[src/rtl/axi4_lite_slave.sv]
// AXI4-Lite CSR register bank: independent AW/W capture, byte-strobed writes, single-beat reads.
// Optional macro AXI4L_SLVERR_EN: out-of-range indices answer SLVERR (2'b10) instead of OKAY.
module axi4_lite_slave #(
  parameter int unsigned addr_width = 3,
  parameter int unsigned data_width = 32,
  parameter int unsigned strb_width = 4,
  parameter int unsigned num_regs   = 8
) (
  input  logic                  aclk,
  input  logic                  aresetn,
  input  logic [addr_width-1:0] awaddr,
  input  logic [2:0]            awprot,
  input  logic                  awvalid,
  output logic                  awready,
  input  logic [data_width-1:0] wdata,
  input  logic [strb_width-1:0] wstrb,
  input  logic                  wvalid,
  output logic                  wready,
  output logic [1:0]            bresp,
  output logic                  bvalid,
  input  logic                  bready,
  input  logic [addr_width-1:0] araddr,
  input  logic [2:0]            arprot,
  input  logic                  arvalid,
  output logic                  arready,
  output logic [data_width-1:0] rdata,
  output logic [1:0]            rresp,
  output logic                  rvalid,
  input  logic                  rready
);

  logic [data_width-1:0] regs [num_regs];

  logic                  aw_full;
  logic                  w_full;
  logic [addr_width-1:0] aw_addr;
  logic [data_width-1:0] w_data;
  logic [strb_width-1:0] w_strb;

  logic       aw_hs;
  logic       w_hs;
  logic       ar_hs;
  logic       aw_in_range;
  logic       ar_in_range;
  logic [1:0] oor_resp;
  logic       unused_prot;

`ifdef AXI4L_SLVERR_EN
  assign oor_resp = 2'b10;
`else
  assign oor_resp = 2'b00;
`endif

  assign unused_prot = ^{awprot, arprot};

  assign awready = !aw_full && !bvalid;
  assign wready  = !w_full && !bvalid;
  assign arready = !rvalid;

  assign aw_hs = awvalid && awready;
  assign w_hs  = wvalid && wready;
  assign ar_hs = arvalid && arready;

  assign aw_in_range = 32'(aw_addr) < num_regs;
  assign ar_in_range = 32'(araddr) < num_regs;

  // Commit happens one edge after both halves are buffered; bvalid is never high
  // while either buffer is full, so the commit and bready paths cannot collide.
  always_ff @(posedge aclk or negedge aresetn) begin
    if (!aresetn) begin
      for (int unsigned i = 0; i < num_regs; i++) regs[i] <= '0;
      aw_full <= 1'b0;
      w_full  <= 1'b0;
      aw_addr <= '0;
      w_data  <= '0;
      w_strb  <= '0;
      bvalid  <= 1'b0;
      bresp   <= 2'b00;
    end else if (aw_full && w_full) begin
      if (aw_in_range) begin
        for (int unsigned i = 0; i < strb_width; i++) begin
          if (w_strb[i]) regs[aw_addr][8*i +: 8] <= w_data[8*i +: 8];
        end
      end
      bvalid  <= 1'b1;
      bresp   <= aw_in_range ? 2'b00 : oor_resp;
      aw_full <= 1'b0;
      w_full  <= 1'b0;
    end else begin
      if (aw_hs) begin
        aw_addr <= awaddr;
        aw_full <= 1'b1;
      end
      if (w_hs) begin
        w_data <= wdata;
        w_strb <= wstrb;
        w_full <= 1'b1;
      end
      if (bvalid && bready) bvalid <= 1'b0;
    end
  end

  always_ff @(posedge aclk or negedge aresetn) begin
    if (!aresetn) begin
      rvalid <= 1'b0;
      rdata  <= '0;
      rresp  <= 2'b00;
    end else if (ar_hs) begin
      rvalid <= 1'b1;
      rdata  <= ar_in_range ? regs[araddr] : '0;
      rresp  <= ar_in_range ? 2'b00 : oor_resp;
    end else if (rvalid && rready) begin
      rvalid <= 1'b0;
    end
  end

endmodule

[config.mk]
export PLATFORM = sky130hd
export DESIGN_NAME = axi4_lite_slave
export DESIGN_NICKNAME = d
export VERILOG_FILES = /design/src/rtl/axi4_lite_slave.sv
export SDC_FILE = /design/constraint.sdc
export NUM_CORES = 1
export LEC_CHECK = 0
export BUFFER_PORTS_ARGS = -buffer_cell sky130_fd_sc_hd__clkbuf_2
export CORE_MARGIN = 2
export CORE_UTILIZATION = 60
export CTS_BUF_LIST = sky130_fd_sc_hd__clkbuf_4
export DETAILED_ROUTE_END_ITERATION = 8
export GPL_TIMING_DRIVEN = 0
export PLACE_DENSITY = 0.82
export SYNTH_ARGS = -nofsm -noshare
export SYNTH_HDL_FRONTEND = slang
export SYNTH_SLANG_ARGS = --single-unit
[constraint.sdc]
create_clock -name aclk -period 1.8 [get_ports aclk]
set_input_delay 0.27 -clock aclk [delete_from_list [all_inputs] [get_ports aclk]]
set_output_delay 0.27 -clock aclk [all_outputs]
set_load 0.05 [all_outputs]
## Yosys cells after proc, flatten, opt, wreduce, memory -nomap -nowiden

Index checks and enable logic that the tools add are counted.

| operators by class | value |
|---|---|
| $add $sub $neg | 0 |
| multiply operators | 0 |
| divide/modulo/power cells | 0 |
| magnitude comparators | 3 |
| equality and inequality tests | 0 |
| shifts and indexed selects | 0 |
| muxes and demuxes | 30 |
| bitwise logic cells | 3 |
| reduce and logical (&&, ||, !) cells | 19 |

Operators with widths:

| cell | number |
|---|---|
| two-way mux 256 bit | 7 |
| bitwise mux 256 bit | 4 |
| demux 32 bit (select 3 bit) | 4 |
| binary-select mux 32 bit (select 3 bit) | 1 |
| two-way mux 32 bit | 3 |
| two-way mux 24 bit | 1 |
| two-way mux 16 bit | 1 |
| logical AND 1 bit | 9 |
| greater-or-equal comparator 4 bit, second input constant | 2 |
| two-way mux 1 bit | 8 |
| two-way mux 8 bit | 1 |
| NOT 3 -> 4 bit | 2 |
| nonzero test 2 bit | 4 |
| logical NOT 1 bit | 4 |
| less-than comparator 4 x 1 -> 1 bit, second input constant | 1 |
| AND reduction 2 bit | 2 |
| NOT 1 bit | 1 |

| storage, ports and cells | value |
|---|---|
| flip-flop bits (word level) | 331 |
| latch bits | 0 |
| RAM bits | 0 |
| memory bits (read-only) | 0 |
| output and inout port bits | 41 |
| memories kept | 0 |

## Depth between registers and ports, before layout

Gate-level depths: netlist (run 1).

| logic depth | value |
|---|---|
| depth in word-level cells | 16 |
| gate-level depth with buffers | 5 |
| depth with buffers taken out | 3 |

## Worst setup path after synthesis (run 1)

Ideal clock, no wire load.

| timing | value |
|---|---|
| kind | flip-flop to flip-flop |
| from | reg bvalid |
| to | reg w_data[10] |
| library setup time | 0.125 ns |
| arrival | 2.289 ns |
| data required time | 1.675 ns |
| setup slack | -0.614 ns |
| cell stages (with the launch flop) | 6 |
| buffers on the path | 2 |
| path through | dfrtp_1 nor2_1 and2_1 buf_2 buf_2 mux2_2 |

| between the ends | value |
|---|---|
| longest elaborated chain between the ends | 4 |

Ends and longest elaborated chain:

| element | line | source |
|---|---|---|
| start: declaration | 20 | `output logic bvalid,` |
| start signal: assignment | 77 | `bvalid <= 1'b0;` |
| start signal: assignment | 85 | `bvalid <= 1'b1;` |
| start signal: assignment | 99 | `if (bvalid && bready) bvalid <= 1'b0;` |
| logical NOT 1 bit | 57 | `assign wready = !w_full && !bvalid;` |
| logical AND 1 bit | 57 |  |
| named net wready | 18 | `output logic wready,` |
| logical AND 1 bit | 61 | `assign w_hs = wvalid && wready;` |
| AND reduction 2 bit (no line) | - |  |
| end signal: assignment | 95 | `w_data <= wdata;` |
| end: declaration | 37 | `logic [data_width-1:0] w_data;` |

The timed path passes the listed nets, and every way through them passes these cells.
A chain may end at the register's enable or synchronous reset.

## Worst setup path after layout (run 1)

| timing | value |
|---|---|
| from | reg w_full |
| to | reg regs[224] in the netlist's numbering |

| between the ends | value |
|---|---|
| longest elaborated chain between the ends | 1 |

Ends and longest elaborated chain:

| element | line | source |
|---|---|---|
| start: declaration | 35 | `logic w_full;` |
| start signal: assignment | 73 | `w_full <= 1'b0;` |
| start signal: assignment | 88 | `w_full <= 1'b0;` |
| start signal: assignment | 97 | `w_full <= 1'b1;` |
| logical AND 1 bit | 79 | `end else if (aw_full && w_full) begin` |
| end signal: indexed assignment | 82 | `if (w_strb[i]) regs[aw_addr][8*i +: 8] <= w_data[8*i +: 8];` |
| end: declaration | 32 | `logic [data_width-1:0] regs [num_regs];` |

No other way between the ends.

==> impl_metrics.env, run 1 <==
export IMPL_p_per_area_mw_per_mm2=1590
export IMPL_via_count=9747
export IMPL_antenna_found_initial=1
export IMPL_async_flop_share_pct=100
export IMPL_critPathCaptureType="register"
export IMPL_stdcell_count=1630
export IMPL_place_ws_ns=-0.251
export IMPL_tns_ns=-3.97
export IMPL_dr_first_iter_drc_count=595
export IMPL_gp_congestion=0.808
export IMPL_cp_num_buf_inv=4
export IMPL_grt_remaining_overflow=0
export IMPL_start_util_pct=61.3
export IMPL_slew_headroom_pct=40.7
export IMPL_p_leak_nw=8.55
export IMPL_finalMaxSlewViolations=0
export IMPL_ys_ff_latch=331
export IMPL_clk_latency_ns=0.70
export IMPL_grt_pass1_wl_mm=55.7
export IMPL_hold_ws_ns=0.118
export IMPL_cap_violations=0
export IMPL_crit_slowest_cell="dfrtp_2"
export IMPL_cp_required_ns=2.36
export IMPL_grt_max_degree=93
export IMPL_netlist_area_mm2=0.0144
export IMPL_p_sw_mw=9.85
export IMPL_fin_nets=1312
export IMPL_yosysWarnings=0
export IMPL_clockPowerShare_pct=22.2
export IMPL_crit_fanout=8
export IMPL_hold_depth=3
export IMPL_area_growth_pct=23.8
export IMPL_cts_root_buf="clkbuf_4"
export IMPL_violations="negative setup slack"
export IMPL_yosysSeqAreaShare_pct=57.4
export IMPL_synth_top_cell_area_share_pct=57.4
export IMPL_hpwlAfterDp_mm=21.8
export IMPL_synth_edf_count=0
export IMPL_drtAntennaViolNets=0
export IMPL_drt_pass1_iterations=9
export IMPL_routedWlPerCell_um=23.8
export IMPL_postLayoutCellArea_mm2=0.0179
export IMPL_cp_arrival_ns=2.48
export IMPL_tightest_slew_ns=0.889
export IMPL_cts_max_path_buffers=3
export IMPL_intPower_mw=18.5
export IMPL_critical_path_cell_count=7
export IMPL_slowest_delay_ns=0.46
export IMPL_power_total_mw=28.4
export IMPL_period_share_pct=106
export IMPL_post_route_util_pct=75.9
export IMPL_drive_above_1_share_pct=53.0
export IMPL_cp_start_kind="register"
export IMPL_yosys_most_used_dff="dfrtp_1"
export IMPL_setup_viol=97
export IMPL_grt_usage_pct=28.3
export IMPL_htree_num_levels=3
export IMPL_min_period_ns=1.92
export IMPL_rr_worst_depth=7
export IMPL_cts_buffers=84
export IMPL_cts_tree="done"
export IMPL_clkSinkCount=331
export IMPL_fp_coreArea_mm2=0.0235
export IMPL_row_count=56
export IMPL_synth_top_area_cell="dfrtp_1"
export IMPL_combPwrFrac_pct=31.2
export IMPL_hold_path_class="in2reg"
export IMPL_critical_path_top_delay_family="buffers and inverters"
export IMPL_skew_ns=0.0410
export IMPL_viasPerCell=5.98
export IMPL_switching_share_pct=34.8
export IMPL_place_inst=1401
export IMPL_ys_types=24
export IMPL_wl_mm=38.9
export IMPL_drc=0
export IMPL_rsz0062_at_grt="true"
export IMPL_io_buffers=84
export IMPL_worstSetupPathType="reg2reg"
export IMPL_fp_dieArea_mm2=0.0253
export IMPL_syn_avg_cell_area_um2=14.5
export IMPL_num_io_pins=96
export IMPL_synth_area_leaders="dfrtp_1 (57%), mux2_2 (28%), mux2i_1 (4.4%)"
export IMPL_path_cells="buf_6 > buf_6 > nand4b_1 > buf_6 > nor2_4 > buf_12 > mux2_2"
export IMPL_status="complete, but fails checks"
export IMPL_pwr_share_seq_pct=46.6
export IMPL_grt_pass1_vias=10100
export IMPL_cts_clk_slew_worst_paths_ns=0.09
export IMPL_setup_ws_ns=-0.117
export IMPL_synthCells=992
export IMPL_fmax_mhz=522
export IMPL_die_x_um=159
export IMPL_hold_viol=0
export IMPL_peakVddDrop_v=0.00108
export IMPL_crit_top_cell="buf_6"
export IMPL_die_h_um=159
export IMPL_dpl_instance_area_mm2=0.0154
power groups by stage:
stage / Sequential, mW / Combinational, mW / Clock, mW
floorplan: 13.0 / 5.20 / 0
global placement: 12.8 / 7.23 / 0
finish: 13.2 / 8.83 / 6.30
CTS: 12.9 / 7.90 / 6.30
global route: 13.6 / 9.36 / 6.80
detailed placement: 13.0 / 7.53 / 0
Yosys cell counts (all sizes together) (2+ instances only):
cell type,instances
inv,3
dfrtp,331
buf,28
o22ai,32
nand4b,4
or2,2
nand2b,4
a22o,32
o21ai,2
o31ai,32
mux2,359
nor2,34
nand4,4
and2,2
nand2,35
mux2i,64
clkbuf,20
registers in the layout (all words and copies together), names as in the netlist:
| signal | count |
|---|---|
| aw_addr | 3 |
| aw_full | 1 |
| bvalid | 1 |
| rdata | 32 |
| regs | 256 |
| rvalid | 1 |
| w_data | 32 |
| w_full | 1 |
| w_strb | 4 |
area by class of cell:
cell class                 count  area (µm²)
antenna                        1        2.50
buffer                        48         295
clock buffer                 124         931
clock inverter                15        87.6
fill                        1432        5690
inverter                       3        11.3
multi-input combinational    613        6240
sequential                   331        8290
tap                          319         399
timing repair buffer         176        1600
layer usage:
metal	part of all wire, %	global-route usage (%)
met1	40	37.4
met4	4.1	13.1
met5	0	0
met2	49	45.9
met3	6.7	5.29
worst reg2reg max path, stage by stage (launching register included):
cell,delay (ns)
dfrtp_2,0.46
buf_6,0.15
buf_6,0.09
nand4b_1,0.23
buf_6,0.23
nor2_4,0.10
buf_12,0.16
mux2_2,0.35
cells in the final DEF, fill, tap and decap left out, drive strengths merged:
| master | instances |
|---|---|
| mux2 | 359 |
| dfrtp | 331 |
| clkbuf | 226 |
| buf | 80 |
| mux2i | 64 |
| dlygate4sd3 | 42 |
| nand2 | 35 |
| nor2 | 34 |
| o22ai | 32 |
| a22o | 32 |
| o31ai | 32 |
| clkinv | 11 |
| inv | 5 |
| nand4 | 4 |
| nand2b | 4 |
| nand4b | 4 |
| conb | 4 |
| o21ai | 2 |
| or2 | 2 |
| and2 | 2 |
| diode | 1 |
| nor2b | 1 |
| a21o | 1 |
| o21bai | 1 |
| clkinvlp | 1 |
| bufinv | 1 |
kinds of logic after synthesis:
family	synth area share [%]
DFF	57.4
other	0.0260
and+or+nand+nor	3.14
muxes	32.5
AOI/OAI and AO/OA	5.17
buffers and inverters	1.78
final timing paths:
path | start | endpoint | slack [ns]
max | w_full | regs[224] | -0.12
min | awvalid | aw_full | 0.12
max reg2reg | w_full | regs[224] | -0.12
min reg2reg | rdata[25] | rdata[25] | 0.48
max in group asynchronous | aresetn | regs[90] | 0.64
min in group asynchronous | aresetn | regs[152] | 0.24
repair_timing:
| item | in CTS | in global routing |
|---|---|---|
| pin swaps | 13 | 20 |
| buffers inserted | 17 | 29 |
| resized for setup | 29 | 79 |
| hold buffers | 42 | 0 |
| setup endpoints to repair | 290 | 198 |
| endpoints found under the hold margin | 128 | 0 |
| gates cloned | 0 | 1 |
(Power assumes the default switching activity.)
==> inputs of run 2 (changes only) <==
--- a/config.mk
+++ b/config.mk
@@ -6,12 +6,14 @@
 export NUM_CORES = 1
 export LEC_CHECK = 0
 export BUFFER_PORTS_ARGS = -buffer_cell sky130_fd_sc_hd__clkbuf_2
+export CELL_PAD_IN_SITES_DETAIL_PLACEMENT = 1
+export CELL_PAD_IN_SITES_GLOBAL_PLACEMENT = 2
 export CORE_MARGIN = 2
-export CORE_UTILIZATION = 60
+export CORE_UTILIZATION = 45
 export CTS_BUF_LIST = sky130_fd_sc_hd__clkbuf_4
 export DETAILED_ROUTE_END_ITERATION = 8
 export GPL_TIMING_DRIVEN = 0
-export PLACE_DENSITY = 0.82
+export PLACE_DENSITY = 0.84
 export SYNTH_ARGS = -nofsm -noshare
 export SYNTH_HDL_FRONTEND = slang
 export SYNTH_SLANG_ARGS = --single-unit
==> impl_metrics.env, run 2 (synthesis gave the netlist of run 1 again) <==
export IMPL_finalMaxSlewViolations=0
export IMPL_crit_fanout=8
export IMPL_slew_headroom_pct=39.4
export IMPL_cp_required_ns=2.39
export IMPL_post_route_util_pct=57.6
export IMPL_tightest_slew_ns=0.909
export IMPL_grt_pass1_vias=10300
export IMPL_rsz0062_at_grt="true"
export IMPL_grt_remaining_overflow=0
export IMPL_start_util_pct=45.7
export IMPL_gp_congestion=0.743
export IMPL_period_share_pct=106
export IMPL_largest_register_ffs=256
export IMPL_violations="negative setup slack"
export IMPL_hold_path_class="in2async"
export IMPL_reg_top3="regs (256), rdata (32), w_data (32)"
export IMPL_setup_ws_ns=-0.104
export IMPL_cp_arrival_ns=2.49
export IMPL_worstSetupPathType="reg2reg"
export IMPL_fin_nets=1327
export IMPL_cts_root_buf="clkbuf_4"
export IMPL_die_x_um=183
export IMPL_num_io_pins=96
export IMPL_tns_ns=-1.81
export IMPL_cts_clk_slew_worst_paths_ns=0.07
export IMPL_p_per_area_mw_per_mm2=1590
export IMPL_cts_buffers=90
export IMPL_clk_latency_ns=0.77
export IMPL_fmax_mhz=525
export IMPL_hpwlAfterDp_mm=23.6
export IMPL_grt_usage_pct=23.8
export IMPL_power_total_mw=28.9
export IMPL_min_period_ns=1.90
export IMPL_cap_violations=0
export IMPL_grtUsageMet2_pct=38.8
export IMPL_top_register="regs"
export IMPL_via_count=9674
export IMPL_use_met1_pct=31.2
export IMPL_cts_max_path_buffers=3
export IMPL_routedWlPerCell_um=23.8
export IMPL_drc=0
export IMPL_viasPerCell=5.57
export IMPL_cp_start_kind="register"
export IMPL_drt_pass1_iterations=4
export IMPL_row_count=65
export IMPL_skew_ns=0.0614
export IMPL_fp_dieArea_mm2=0.0335
export IMPL_hold_ws_ns=0.103
export IMPL_htree_num_levels=3
export IMPL_wl_mm=41.3
export IMPL_dr_first_iter_drc_count=546
export IMPL_status="complete, but fails checks"
export IMPL_drtAntennaViolNets=0
export IMPL_cts_tree="done"
export IMPL_final_cell_mix="dfrtp_1 (329), mux2_2 (310), clkbuf_4 (138)"
export IMPL_setup_viol=51
export IMPL_hold_viol=0
export IMPL_peakVddDrop_v=0.000779
export IMPL_die_h_um=183
export IMPL_fp_coreArea_mm2=0.0316
export IMPL_final_fill_count=3100
export IMPL_grt_pass1_wl_mm=60.1
export IMPL_grtUsageMet3_pct=4.63
export IMPL_antenna_found_initial=2
export IMPL_p_leak_nw=8.68
export IMPL_layout_commonest_cell="dfrtp_1"
export IMPL_area_growth_pct=26.0
export IMPL_grt_max_degree=105
export IMPL_io_buffers=84
export IMPL_grt_busiest_layer="met2"
export IMPL_clkSinkCount=331
export IMPL_drive_above_1_share_pct=53.5
export IMPL_critPathCaptureType="register"
## run 2: per-stage QoR
stage | cell area [µm²] | worst slack, ns | instances
CTS | 17500 | -0.224 | 1709
finish | 18200 | -0.104 | 1737
floorplan | 14500 | -0.00777 | 995
global placement | 15400 | -7.38 | 1481
detailed placement | 15500 | -0.327 | 1484
global route | 18200 | -0.193 | 1737
## run 2: final timing paths
path	depth (start not counted)	end	slack (ns)	startpoint
max in group asynchronous	3	regs[12]	0.70	aresetn
hold / removal	2	regs[187]	0.10	aresetn
hold reg to reg	2	rdata[28]	0.48	rdata[28]
setup / recovery	8	regs[20]	-0.10	aw_full
min in group aclk	4	rdata[30]	0.13	araddr[1]
setup reg to reg	8	regs[20]	-0.10	aw_full
## run 2: repair_timing
action                                  CTS  global route
hold endpoints to repair                111             0
buffers inserted                         30            24
hold buffers                             43             0
pin swaps                                21            26
gates resized for setup                  36            79
endpoints found under the setup margin  289           196
gates cloned                              0             1
## run 2: report_power, final
group | leakage [nW] | internal, mW | switching [mW] | total [mW]
registers | 4.32 | 10.6 | 2.59 | 13.2
logic | 3.67 | 4.66 | 4.15 | 8.81
clock network | 0.683 | 3.72 | 3.16 | 6.88
## run 2: routing by layer
metal  routed length [µm]  up-vias  share of wire [%]
li1                     -     4252                  -
met1                17600     5077                 43
met2                20500      255                 50
met3                 1970       90                4.8
met4                 1280        0                3.1
met5                    0        -                  0
## run 2: final cells by class
cell class	count	area, µm²	share of cell area (%)
Inverter	3	11.3	0.0619
Sequential cell	331	8290	45.6
Tap cell	402	503	2.77
Clock inverter	15	113	0.619
Multi-Input combinational cell	613	6250	34.4
Clock buffer	137	1030	5.66
Antenna cell	3	7.51	0.0413
Buffer	48	278	1.53
Timing Repair Buffer	185	1700	9.37
## run 2: critical path, cell delays in order (launching register included)
cell and delay (ns):
dfrtp_1 0.39, buf_6 0.14, buf_4 0.11, buf_4 0.10, nand4_1 0.19, buf_6 0.21, nor2_4 0.11, buf_12 0.17
mux2_4 0.31
==> inputs of run 3 (changes only) <==
--- a/config.mk
+++ b/config.mk
@@ -6,7 +6,7 @@
 export NUM_CORES = 1
 export LEC_CHECK = 0
 export BUFFER_PORTS_ARGS = -buffer_cell sky130_fd_sc_hd__clkbuf_2
-export CELL_PAD_IN_SITES_DETAIL_PLACEMENT = 1
+export CELL_PAD_IN_SITES_DETAIL_PLACEMENT = 2
 export CELL_PAD_IN_SITES_GLOBAL_PLACEMENT = 2
 export CORE_MARGIN = 2
 export CORE_UTILIZATION = 45
==> constraint.sdc (replaced) <==
create_clock -name aclk -period 2.05 [get_ports aclk]
set_input_delay 0.3075 -clock aclk [delete_from_list [all_inputs] [get_ports aclk]]
set_output_delay 0.3075 -clock aclk [all_outputs]
set_load 0.05 [all_outputs]
==> impl_metrics.env, run 3 (synthesis gave the netlist of run 1 again) <==
export IMPL_setup_ws_ns=-0.234
export IMPL_largest_register_ffs=256
export IMPL_p_per_area_mw_per_mm2=1600
export IMPL_period_share_pct=111
export IMPL_drtAntennaViolNets=0
export IMPL_cap_violations=0
export IMPL_startpoint="aw_full"
export IMPL_hold_path_class="in2async"
export IMPL_finalMaxSlewViolations=0
export IMPL_cts_max_path_buffers=3
export IMPL_p_sw_mw=12.2
export IMPL_grt_max_degree=102
export IMPL_io_buffers=84
export IMPL_viasPerCell=6.58
export IMPL_rrSetupSlack_ns=-0.23
export IMPL_hpwlAfterDp_mm=27.5
export IMPL_fmax_mhz=438
export IMPL_post_route_util_pct=56.5
export IMPL_setup_viol=34
export IMPL_num_io_pins=96
export IMPL_timing_rr_end="regs[202]"
export IMPL_switching_share_pct=43.0
export IMPL_rr_worst_depth=7
export IMPL_pwr_share_seq_pct=44.8
export IMPL_r2r_start="aw_full"
export IMPL_cts_root_buf="clkbuf_4"
export IMPL_clkSinkCount=331
export IMPL_routedWlPerCell_um=39.9
export IMPL_layout_commonest_cell="mux2_2"
export IMPL_cts_tree="done"
export IMPL_critPathCaptureType="register"
export IMPL_drc=0
export IMPL_dr_first_iter_drc_count=985
export IMPL_crit_fanout=7
export IMPL_area_growth_pct=23.7
export IMPL_clk_latency_ns=0.85
export IMPL_die_x_um=183
export IMPL_worstSetupPathType="reg2reg"
export IMPL_grt_pass1_vias=12000
export IMPL_top_register="regs"
export IMPL_peakVddDrop_v=0.000744
export IMPL_fp_dieArea_mm2=0.0335
export IMPL_tightest_slew_ns=1.11
export IMPL_endpoint="regs[202]"
export IMPL_htree_num_levels=3
export IMPL_fp_coreArea_mm2=0.0316
export IMPL_drive_above_1_share_pct=53.0
export IMPL_reg_top3="regs (256), rdata (32), w_data (32)"
export IMPL_p_leak_nw=8.51
export IMPL_clockPowerShare_pct=24.3
export IMPL_antenna_found_initial=3
export IMPL_cts_buffers=91
export IMPL_cts_clk_slew_worst_paths_ns=0.09
export IMPL_cp_required_ns=2.71
export IMPL_slew_headroom_pct=25.9
export IMPL_status="complete, but fails checks"
export IMPL_tns_ns=-4.13
export IMPL_drt_pass1_iterations=5
export IMPL_fin_nets=1318
export IMPL_die_h_um=183
export IMPL_row_count=65
export IMPL_grt_pass1_wl_mm=83.2
export IMPL_grt_usage_pct=34.3
export IMPL_wl_mm=68.7
export IMPL_cp_arrival_ns=2.95
export IMPL_combPwrFrac_pct=30.9
export IMPL_violations="negative setup slack"
export IMPL_final_cell_mix="mux2_2 (359), dfrtp_1 (329), clkbuf_4 (130)"
export IMPL_skew_ns=0.120
export IMPL_min_period_ns=2.28
export IMPL_grt_remaining_overflow=0
export IMPL_intPower_mw=16.2
export IMPL_start_util_pct=45.7
export IMPL_hold_viol=0
export IMPL_hold_ws_ns=0.0715
export IMPL_via_count=11300
export IMPL_cp_start_kind="register"
export IMPL_gp_congestion=0.750
==> run 3: routing by layer <==
metal | vias up | GRT usage, % | part of all wire [%]
li1 | 4205 | - | -
met1 | 6049 | 41.8 | 38
met2 | 773 | 57.6 | 48
met3 | 296 | 8.16 | 7.0
met4 | 2 | 16.5 | 6.2
met5 | - | 0 | 0.017
==> run 3: worst max-delay path, cell delays in order, from the launching register on <==
cell and delay [ns]:
dfrtp_1 0.47, buf_6 0.18, buf_4 0.16, nand4_1 0.27, buf_4 0.28, nor2_4 0.19, buf_12 0.17, mux2_2 0.37
==> run 3: what timing repair did <==
item | CTS | global route
gates cloned | 0 | 0
endpoints found under the setup margin | 279 | 230
buffers inserted | 9 | 37
pin swaps | 10 | 22
resized for setup | 27 | 25
endpoints found under the hold margin | 107 | 0
hold buffers | 42 | 0
==> run 3: area by class of cell <==
class                   count  area [µm²]
multi-input cells         613        6070
flip-flops and latches    331        8290
fillers                  2868       13700
clock buffers             130         976
diodes                      4        10.0
well taps                 402         503
repair buffers            175        1600
inverters                   3        11.3
plain buffers              48         268
clock inverters            16         113
==> run 3: worst min path at each step <==
stage,from,endpoint,slack (ns),cells past startpoint
after floorplan,aresetn,aw_addr[0],0.01,0
after global placement,rdata[4],rdata[4],0.47,2
after detailed placement,aresetn,w_data[29],0.35,1
after CTS,awvalid,aw_full,0.001,3
after global routing,awvalid,aw_full,0.08,3
final,aresetn,regs[18],0.07,2
==> run 3: per-stage QoR <==
stage,total power [mW],worst slack [ns],cell area (µm²),cells
6_report,28.5,-0.234,17800,1722
4_1_cts,25.5,-0.103,17200,1681
5_1_grt,29.0,-0.177,17800,1719
3_3_place_gp,17.7,-6.55,15400,1481
2_1_floorplan,16.0,0.0483,14400,995
3_5_place_dp,18.5,-0.120,15500,1484
==> run 3: power by group through the flow <==
stage | clock network [mW] | registers, mW | logic, mW
2_1_floorplan | 0 | 11.4 | 4.55
3_3_place_gp | 0 | 11.3 | 6.42
3_5_place_dp | 0 | 11.6 | 6.89
4_1_cts | 6.20 | 11.8 | 7.51
5_1_grt | 7.17 | 12.8 | 9.05
6_report | 6.91 | 12.8 | 8.81
